--- src/rtl/capture_cntrl_pm.sv ---
// Capture controller: sequences sample writes into the per-channel trace RAMs around a trigger,
// with clamped trigger position, latched channel mask, recorded trace end and optional auto re-arm.
module capture_cntrl_pm #(
   parameter int ENTRIES = 384,
   parameter int AW      = $clog2(ENTRIES),
   parameter int NUM_CH  = 5
) (
   input  logic              clk,
   input  logic              rst,
   input  logic              wrt_smpl,
   input  logic              run,
   input  logic              capture_done,
   input  logic              triggered,
   input  logic [7:0]        trig_posH,
   input  logic [7:0]        trig_posL,
   input  logic [NUM_CH-1:0] ch_en,
   input  logic              auto_rearm,
   output logic [NUM_CH-1:0] we,
   output logic [AW-1:0]     waddr,
   output logic              armed,
   output logic              set_capture_done,
   output logic [AW-1:0]     trace_end
);

   typedef enum logic [2:0] {IDLE, PRE, ARMED, POST, DONE} state_t;

   localparam logic [AW-1:0] LAST = AW'(ENTRIES - 1);
   localparam logic [AW-1:0] ONE  = AW'(1);

   state_t            state;
   logic [AW-1:0]     tp_eff;
   logic [AW-1:0]     tp_clamped;
   logic [AW-1:0]     pre_depth;
   logic [AW-1:0]     pre_cnt;
   logic [AW-1:0]     post_cnt;
   logic [AW-1:0]     waddr_next;
   logic [NUM_CH-1:0] ch_en_q;
   logic [15:0]       tp_raw;
   logic              ack_seen;
   logic              wr_ok;
   logic              start_pre;
   logic              pre_hit;
   logic              last_write;

   // A zero post-trigger count would never finish, and ENTRIES or more would leave no pre-trigger room.
   always_comb begin
      tp_raw = {trig_posH, trig_posL};
      if (tp_raw == 16'd0)
         tp_clamped = ONE;
      else if (tp_raw > 16'(ENTRIES - 1))
         tp_clamped = LAST;
      else
         tp_clamped = AW'(tp_raw);
   end

   always_comb begin
      pre_depth  = LAST - tp_eff + ONE;
      waddr_next = (waddr == LAST) ? '0 : waddr + ONE;
      wr_ok      = wrt_smpl && run && (state == PRE || state == ARMED || state == POST);
      we         = wr_ok ? ch_en_q : '0;
      start_pre  = (state == IDLE && run) ||
                   (state == DONE && ack_seen && !capture_done && auto_rearm && run);
      pre_hit    = wr_ok && state == PRE && (pre_cnt + ONE == pre_depth);
      last_write = wr_ok && ((state == ARMED && triggered && tp_eff == ONE) ||
                             (state == POST && post_cnt + ONE == tp_eff));
   end

   always_ff @(posedge clk or posedge rst) begin
      if (rst) begin
         state            <= IDLE;
         waddr            <= '0;
         armed            <= 1'b0;
         set_capture_done <= 1'b0;
         trace_end        <= '0;
         pre_cnt          <= '0;
         post_cnt         <= '0;
         tp_eff           <= ONE;
         ch_en_q          <= '0;
         ack_seen         <= 1'b0;
      end else begin
         set_capture_done <= 1'b0;
         if (start_pre) begin
            state    <= PRE;
            waddr    <= '0;
            pre_cnt  <= '0;
            post_cnt <= '0;
            tp_eff   <= tp_clamped;
            ch_en_q  <= ch_en;
            ack_seen <= 1'b0;
         end else begin
            case (state)
               PRE, ARMED, POST: begin
                  if (!run) begin
                     state <= IDLE;
                     armed <= 1'b0;
                  end else if (wr_ok) begin
                     waddr <= waddr_next;
                     if (last_write) begin
                        state            <= DONE;
                        armed            <= 1'b0;
                        set_capture_done <= 1'b1;
                        trace_end        <= waddr;
                     end else if (state == PRE) begin
                        pre_cnt <= pre_cnt + ONE;
                        if (pre_hit) begin
                           state <= ARMED;
                           armed <= 1'b1;
                        end
                     end else if (state == ARMED) begin
                        if (triggered) begin
                           post_cnt <= ONE;
                           state    <= POST;
                        end
                     end else begin
                        post_cnt <= post_cnt + ONE;
                     end
                  end
               end
               // The host must be seen raising then dropping capture_done before we leave.
               DONE: begin
                  if (capture_done)
                     ack_seen <= 1'b1;
                  else if (ack_seen) begin
                     ack_seen <= 1'b0;
                     state    <= IDLE;
                  end
               end
               default: state <= IDLE;
            endcase
         end
      end
   end

endmodule

--- config.mk ---
export PLATFORM = sky130hd
export DESIGN_NAME = capture_cntrl_pm
export DESIGN_NICKNAME = d
export VERILOG_FILES = /design/src/rtl/capture_cntrl_pm.sv
export SDC_FILE = /design/constraint.sdc
export NUM_CORES = 1
export LEC_CHECK = 0
export BUFFER_PORTS_ARGS = -buffer_cell sky130_fd_sc_hd__clkbuf_2
export CORE_ASPECT_RATIO = 1.2
export CORE_MARGIN = 1
export CORE_UTILIZATION = 55
export DETAILED_ROUTE_END_ITERATION = 10
export PLACE_DENSITY = 0.76
export SLEW_MARGIN = 20
export SYNTH_ARGS = -nofsm -noshare
export SYNTH_HDL_FRONTEND = slang
export SYNTH_SLANG_ARGS = --single-unit
--- constraint.sdc ---
create_clock -name clk -period 3.7 [get_ports clk]
set_input_delay 0 -clock clk [delete_from_list [all_inputs] [get_ports clk]]
set_output_delay 0 -clock clk [all_outputs]
set_load 0.05 [all_outputs]
==> run_results.csv, run 1 <==
group,metric,value,unit
status,outcome,"finished clean",
critical_path,critPathMostFrequentCell,"buf_4",
sta,post-route-min-period,3.27,ns
critical_path,cp.required,3.92,ns
drt,num_vias,3028,
clock_network,worst_setup_hold_path_clk_slew,0.11,ns
drt,ant_nets,0,
critical_path,r2r.worst_path.cells,9,
die,start_util,56.7,%
die,ioPinCount,53,
synth,synth.top_cells.by_count,"55 x dfrtp_1, 44 x nand2_1, 34 x nor2_1",
hold_path,worst_hold_path_type,"primary input to flip-flop",
global_routing,grt_first_pass_wirelength,13600,um
hold_path,worst_hold_startpoint,"trig_posH[4]",
synth,yosysWarnings,0,
critical_path,worst-path-buf-inv,2,
clock_network,max-clock-path-buffers,2,
synth,synth_sequential_area_ratio,41.2,%
critical_path,worst_path_largest_cell_delay,0.57,ns
sta,timing.max_slew.rel_slack,48.5,%
critical_path,criticalPathCategory,"flip-flop to flip-flop",
synth,yosys.cell_count.top_type,"dfrtp_1",
finish,final_nets,469,
synth,synth_top_flop_cell,"dfrtp_1",
critical_path,worst_setup_path_end_kind,"flip-flop",
sta,slew_violations,0,
global_routing,gr-max-usage-layer,"met2",
pwr,power.ir.vdd_worst,0.373,mV
clock_network,cts_tree,"built",
synth,area_share_of_the_largest_cell_type_after_synthesis,40.4,%
sta,timing.final.hold_violations,0,
global_routing,antenna_found_initial,0,
drt,avgRoutedWirePerCell,15.9,um
synth,ys_top_cells_by_area,"dfrtp_1 40%, xnor2_1 5.4%, nand2_1 4.8%",
finish,post_route_core_utilization,66.0,%
drt,detailedRoute.firstPassIterationCount,5,
pwr,cell_area_power_density,459,nW/um^2
synth,avg_cell_area_syn,9.16,sq um
global_routing,grt_pass1_vias,3005,
drt,post-route-drc-count,0,
critical_path,cpLargestDelayFamily,"compound AO/OA/AOI/OAI gates",
sta,final_layout_setup_total_negative_slack,0,ns
synth,postSynthNetCount,405,
critical_path,critical_path_peak_fanout,13,
placement,input_output_buffers,52,
global_routing,groute.layer.met1.usage,33.8,%
finish,seqCellArea,1400,sq um
global_routing,track_usage,27.3,%
clock_network,clock_sink_count,56,
synth,synth-edff-count,0,
global_routing,globalRoute.totalOverflow,0,
global_routing,gr-usage-met2,46.9,%
job,max_cap_viol_count,0,
drt,totalWireLength,8270,um
sta,pin_slew_with_the_least_headroom_to_its_limit,0.753,ns
critical_path,timing.critical_path.from_type,"flip-flop",
synth,netlist.top_cell.by_area,"dfrtp_1",
critical_path,ff2ff_setup_slack,0.43,ns
sta,fraction_of_the_cycle_the_final_worst_path_needs,88.5,%
critical_path,crit_reg_reg_startpoint,"post_cnt[0]",
pwr,power_leakage,1.77,nW
placement,gp_weighted_congestion,0.850,
finish,drive_gt1_share,20.4,%
hold_path,timing.hold.worst_endpoint,"tp_eff[8]",
drt,routed_via_density,5.83,
critical_path,slowest_library_cell_on_the_worst_path,"a2111oi_0",
synth,synth_cell_type_count,58,
hold_path,min_delay_path_depth,3,
die,chipHeight,88.2,um
synth,cell_area_after_synthesis,3410,sq um
sta,finClkSkew,0.00563,ns
sta,grt_setup_unrepaired,"no",
clock_network,cts_setup_buffers,0,
finish,layout.filler_cells,477,
synth,synthArstFlopShare,100,%
clock_network,numCtsBuffers,5,
sta,finalHoldWorstSlack,0.00957,ns
critical_path,worstPathArrival,3.49,ns
drt,initialDrtViolationCount,144,
synth,synth-seq-cells,56,
die,die_width,73.9,um
global_routing,met3_usage,4.21,%
synth,post_synth_inst_count,372,
die,fp.dieArea,6520,sq um
sta,max_clock_freq,305,MHz
die,core_area,6010,sq um
global_routing,grt_max_degree,33,
placement,detailed_place_hpwl,5730,um
die,placementRows,31,
finish,multi_input_area,1860,sq um
finish,area_growth,16.5,%
finish,antenna_cells,0,
clock_network,clock_latency_at_the_later_pin_of_the_worst_skew_pair,0.32,ns
clock_network,cts-root-buf,"clkbuf_8",
clock_network,cts_htree_levels,2,
sta,finalSetupViolations,0,
critical_path,crit_chain,"ha_1 -> and3_1 -> a2111oi_0 -> o211ai_1 -> a2111oi_4 -> buf_4 -> o21a_1 -> buf_4 -> mux2_2",
critical_path,timing.rr.end,"trace_end[8]",
## cells in the final DEF, fill, tap and decap left out, types with 3 or more instances in the layout
master,count
nand3_1,17
clkbuf_2,52
buf_4,6
mux2i_1,3
and3_1,3
o211ai_1,7
or3_1,3
nand4_1,7
dlygate4sd3_1,16
o21a_1,5
or4_1,4
and2_1,5
nand2b_1,8
xor2_1,10
inv_1,11
o31ai_1,8
nand2_1,44
or2_2,3
a31oi_1,10
xnor2_1,21
ha_1,5
mux2_4,4
a21oi_1,7
dfrtp_1,55
nor2_1,34
mux2_2,6
nor4_1,4
o21ai_0,22
nor3_1,12
clkbuf_8,5
## kinds of logic after synthesis
| kind of cell | Yosys count | synth area share, % |
|---|---|---|
| simple gates | 157 | 22.8 |
| compound gates | 79 | 15.9 |
| flops | 56 | 41.2 |
| xor+xnor | 33 | 9.29 |
| buf+inv | 29 | 4.30 |
| mux | 13 | 4.63 |
| fa+ha+maj | 5 | 1.84 |
## how the worst max path moves through the flow
stage                start            to  slack [ns]  cells past startpoint
3_5_place_dp   post_cnt[0]  trace_end[1]        0.50                      9
2_1_floorplan  post_cnt[0]  trace_end[3]        0.93                      9
4_1_cts        post_cnt[0]  trace_end[1]        0.49                      9
3_3_place_gp   post_cnt[0]  trace_end[7]        0.62                      9
6_report       post_cnt[0]  trace_end[8]        0.43                      9
5_1_grt        post_cnt[0]  trace_end[8]        0.26                      9
## tightest hold or removal path: cells and delay by family
family / cells / cell delay [ns]
and+or+nand+nor: 1 / 0.05
AOI/OAI and AO/OA: 1 / 0.14
buffers and inverters: 1 / 0.09
## state kept, by name, summed over array words and instances (netlist names)
register,cells
armed,1
ack_seen,1
post_cnt,9
pre_cnt,9
waddr,9
state,3
ch_en_q,5
trace_end,9
tp_eff,9
set_capture_done,1
## cell type report
cell class	instances	share of cell area, %
repair buffers	74	11.7
clock inverters	3	0.693
flip-flops and latches	56	35.3
clock buffers	5	1.73
inverters	12	1.13
well taps	82	2.58
multi-input cells	287	46.8
## metrics by stage
step / cell area, sq um / power (mW) / cells / setup slack [ns]
after global routing: 3970 / 1.93 / 519 / 0.263
after CTS: 3970 / 1.82 / 519 / 0.493
final: 3970 / 1.82 / 519 / 0.425
after detailed placement: 3710 / 1.45 / 495 / 0.500
after floorplan: 3410 / 1.28 / 372 / 0.934
after global placement: 3710 / 1.43 / 495 / 0.624
## where the power goes
| group | switching, mW | internal (mW) | total, mW |
|---|---|---|---|
| combinational | 0.386 | 0.245 | 0.631 |
| sequential | 0.132 | 0.700 | 0.832 |
| clock | 0.220 | 0.140 | 0.359 |
| total | 0.738 | 1.08 | 1.82 |
## repair_timing
action	4_1_cts	5_1_grt
setup endpoints to repair	0	0
gates resized for setup	0	0
hold buffers	16	0
endpoints found under the hold margin	45	0
## routing by layer
| metal | part of all wire [%] | wire (um) |
|---|---|---|
| met1 | 43 | 3580 |
| met2 | 50 | 4160 |
| met3 | 4.1 | 342 |
| met4 | 2.3 | 189 |
| met5 | 0 | 0 |
Note: power is estimated with default switching activity, not from simulation.
==> run 2: changes to the inputs <==
--- a/config.mk
+++ b/config.mk
@@ -8,9 +8,9 @@
 export BUFFER_PORTS_ARGS = -buffer_cell sky130_fd_sc_hd__clkbuf_2
 export CORE_ASPECT_RATIO = 1.2
 export CORE_MARGIN = 1
-export CORE_UTILIZATION = 55
+export CORE_UTILIZATION = 46
 export DETAILED_ROUTE_END_ITERATION = 10
-export PLACE_DENSITY = 0.76
+export PLACE_DENSITY = 0.65
 export SLEW_MARGIN = 20
 export SYNTH_ARGS = -nofsm -noshare
 export SYNTH_HDL_FRONTEND = slang
==> run_results.csv, run 2 (synthesis results as in run 1) <==
group,metric,value,unit
status,outcome,"finished clean",
critical_path,crit_path_start,"post_cnt[0]",
global_routing,grt_first_pass_wirelength,13400,um
drt,detailedRoute.firstPassIterationCount,4,
placement,gp_weighted_congestion,0.919,
die,chipHeight,96.3,um
finish,final_nets,468,
sta,fraction_of_the_cycle_the_final_worst_path_needs,82.3,%
drt,initialDrtViolationCount,181,
finish,most_common_library_cell_in_the_layout_ignoring_fill_and_taps,"dfrtp_1",
clock_network,clock_sink_count,56,
sta,slew_violations,0,
pwr,pwr_total,1.93,mW
finish,post_route_core_utilization,55.7,%
sta,post-route-min-period,3.05,ns
die,ioPinCount,53,
sta,pin_slew_with_the_least_headroom_to_its_limit,0.736,ns
finish,drive_gt1_share,20.2,%
critical_path,worst_setup_path_endpoint,"trace_end[0]",
finish,area_growth,17.6,%
job,max_cap_viol_count,0,
die,fp.dieArea,7760,sq um
die,die_width,80.6,um
global_routing,globalRoute.totalOverflow,0,
placement,detailed_place_hpwl,5670,um
critical_path,critical_path_peak_fanout,18,
critical_path,criticalPathCategory,"flip-flop to flip-flop",
sta,final_layout_setup_total_negative_slack,0,ns
critical_path,cp.required,3.90,ns
clock_network,clock_latency_at_the_later_pin_of_the_worst_skew_pair,0.31,ns
finish,commonest_non_fill_non_tap_cells_in_the_layout,"55 x dfrtp_1, 52 x clkbuf_2, 44 x nand2_1, 34 x nor2_1, 22 x o21ai_0",
drt,routed_via_density,5.66,
die,placementRows,34,
finish,layout.filler_cells,633,
critical_path,worst_setup_path_end_kind,"flip-flop",
pwr,power_leakage,1.79,nW
finish,final_cell_area,4010,sq um
sta,timing.max_slew.rel_slack,50.9,%
clock_network,worst_setup_hold_path_clk_slew,0.10,ns
clock_network,cts-root-buf,"clkbuf_8",
clock_network,cts_setup_buffers,0,
finish,antenna_cells,0,
global_routing,antenna_found_initial,0,
drt,num_vias,2977,
placement,placed_area,3720,sq um
critical_path,worstPathArrival,3.25,ns
hold_path,worst_hold_path_type,"primary input to flip-flop",
global_routing,grt_max_degree,30,
clock_network,numCtsBuffers,5,
sta,grt_setup_unrepaired,"no",
global_routing,track_usage,22.5,%
die,core_area,7190,sq um
placement,input_output_buffers,52,
critical_path,timing.rr.end,"trace_end[0]",
die,start_util,47.4,%
sta,max_clock_freq,328,MHz
global_routing,grt_pass1_vias,2794,
critical_path,crit_reg_reg_startpoint,"post_cnt[0]",
sta,timing.final.hold_violations,0,
clock_network,cts_htree_levels,2,
pwr,cell_area_power_density,481,nW/um^2
clock_network,cts_tree,"built",
placement,pre_cts_slack,0.681,ns
pwr,power.ir.vdd_worst,0.244,mV
sta,finClkSkew,0.00712,ns
clock_network,post_cts.resized_instances,0,
critical_path,r2r.worst_path.cells,8,
drt,avgRoutedWirePerCell,15.4,um
clock_network,max-clock-path-buffers,2,
drt,post-route-drc-count,0,
critical_path,ff2ff_setup_slack,0.65,ns
drt,totalWireLength,8130,um
sta,finalSetupViolations,0,
sta,postLayoutSetupSlackWorst,0.654,ns
critical_path,timing.critical_path.from_type,"flip-flop",
drt,ant_nets,0,
clock_network,holdBufCountCts,15,
## run 2: cell count changes in the layout (fill, tap and decap cells not counted), sizes merged
| cell | delta |
|---|---|
| bufinv | +2 |
| clkbuf | +1 |
| clkinv | -1 |
| clkinvlp | -1 |
| dlygate4sd3 | -1 |
| inv | -1 |
## run 2: cell type report
type,count,area (sq um),share of cell area [%]
sequential,56,1400,35.0
clock buffer,6,72.6,1.81
tap,90,113,2.81
timing repair buffer,73,455,11.4
inverter,12,45.0,1.12
multi-input combinational,287,1860,46.4
clock inverter,2,60.1,1.50
## run 2: report_power, final
group / leakage [nW] / internal (mW) / switching [mW] / total, mW
Sequential: 0.740 / 0.700 / 0.126 / 0.826
Combinational: 0.981 / 0.243 / 0.379 / 0.622
Clock: 0.0654 / 0.271 / 0.207 / 0.478
Total: 1.79 / 1.21 / 0.712 / 1.93
## run 2: metal layers
layer  up-vias  part of all wire (%)  global-route usage (%)
met3        12                   3.8                    3.60
met2        77                    48                    35.2
met5         -                     0                       0
met4         0                   2.1                    9.08
met1      1434                    46                    30.9
li1       1454                     -                       -
## run 2: worst max-delay path: stages, from the launching register on
cell and delay (ns):
dfrtp_1 0.48, ha_1 0.31, and3_1 0.25, a2111oi_0 0.54, o211ai_1 0.24, a2111oi_4 0.35
o21a_1 0.16, buf_4 0.25, mux2_2 0.37
## run 2: through the flow
stage | hold WS (ns) | std cells
finish | 0.0283 | 526
global route | 0.0222 | 526
CTS | 0.00611 | 526
detailed placement | 0.0901 | 503
global placement | 0.0847 | 503
floorplan | 0.105 | 372
## run 2: worst min-delay path by stage
stage	startpoint	cells past startpoint	slack, ns	to
floorplan	ch_en[0]	2	0.11	ch_en_q[0]
global placement	rst	2	0.08	ch_en_q[1]
detailed placement	rst	2	0.09	ch_en_q[3]
CTS	trig_posL[6]	3	0.006	tp_eff[6]
global route	trig_posH[0]	3	0.02	tp_eff[8]
finish	trig_posH[0]	3	0.03	tp_eff[8]
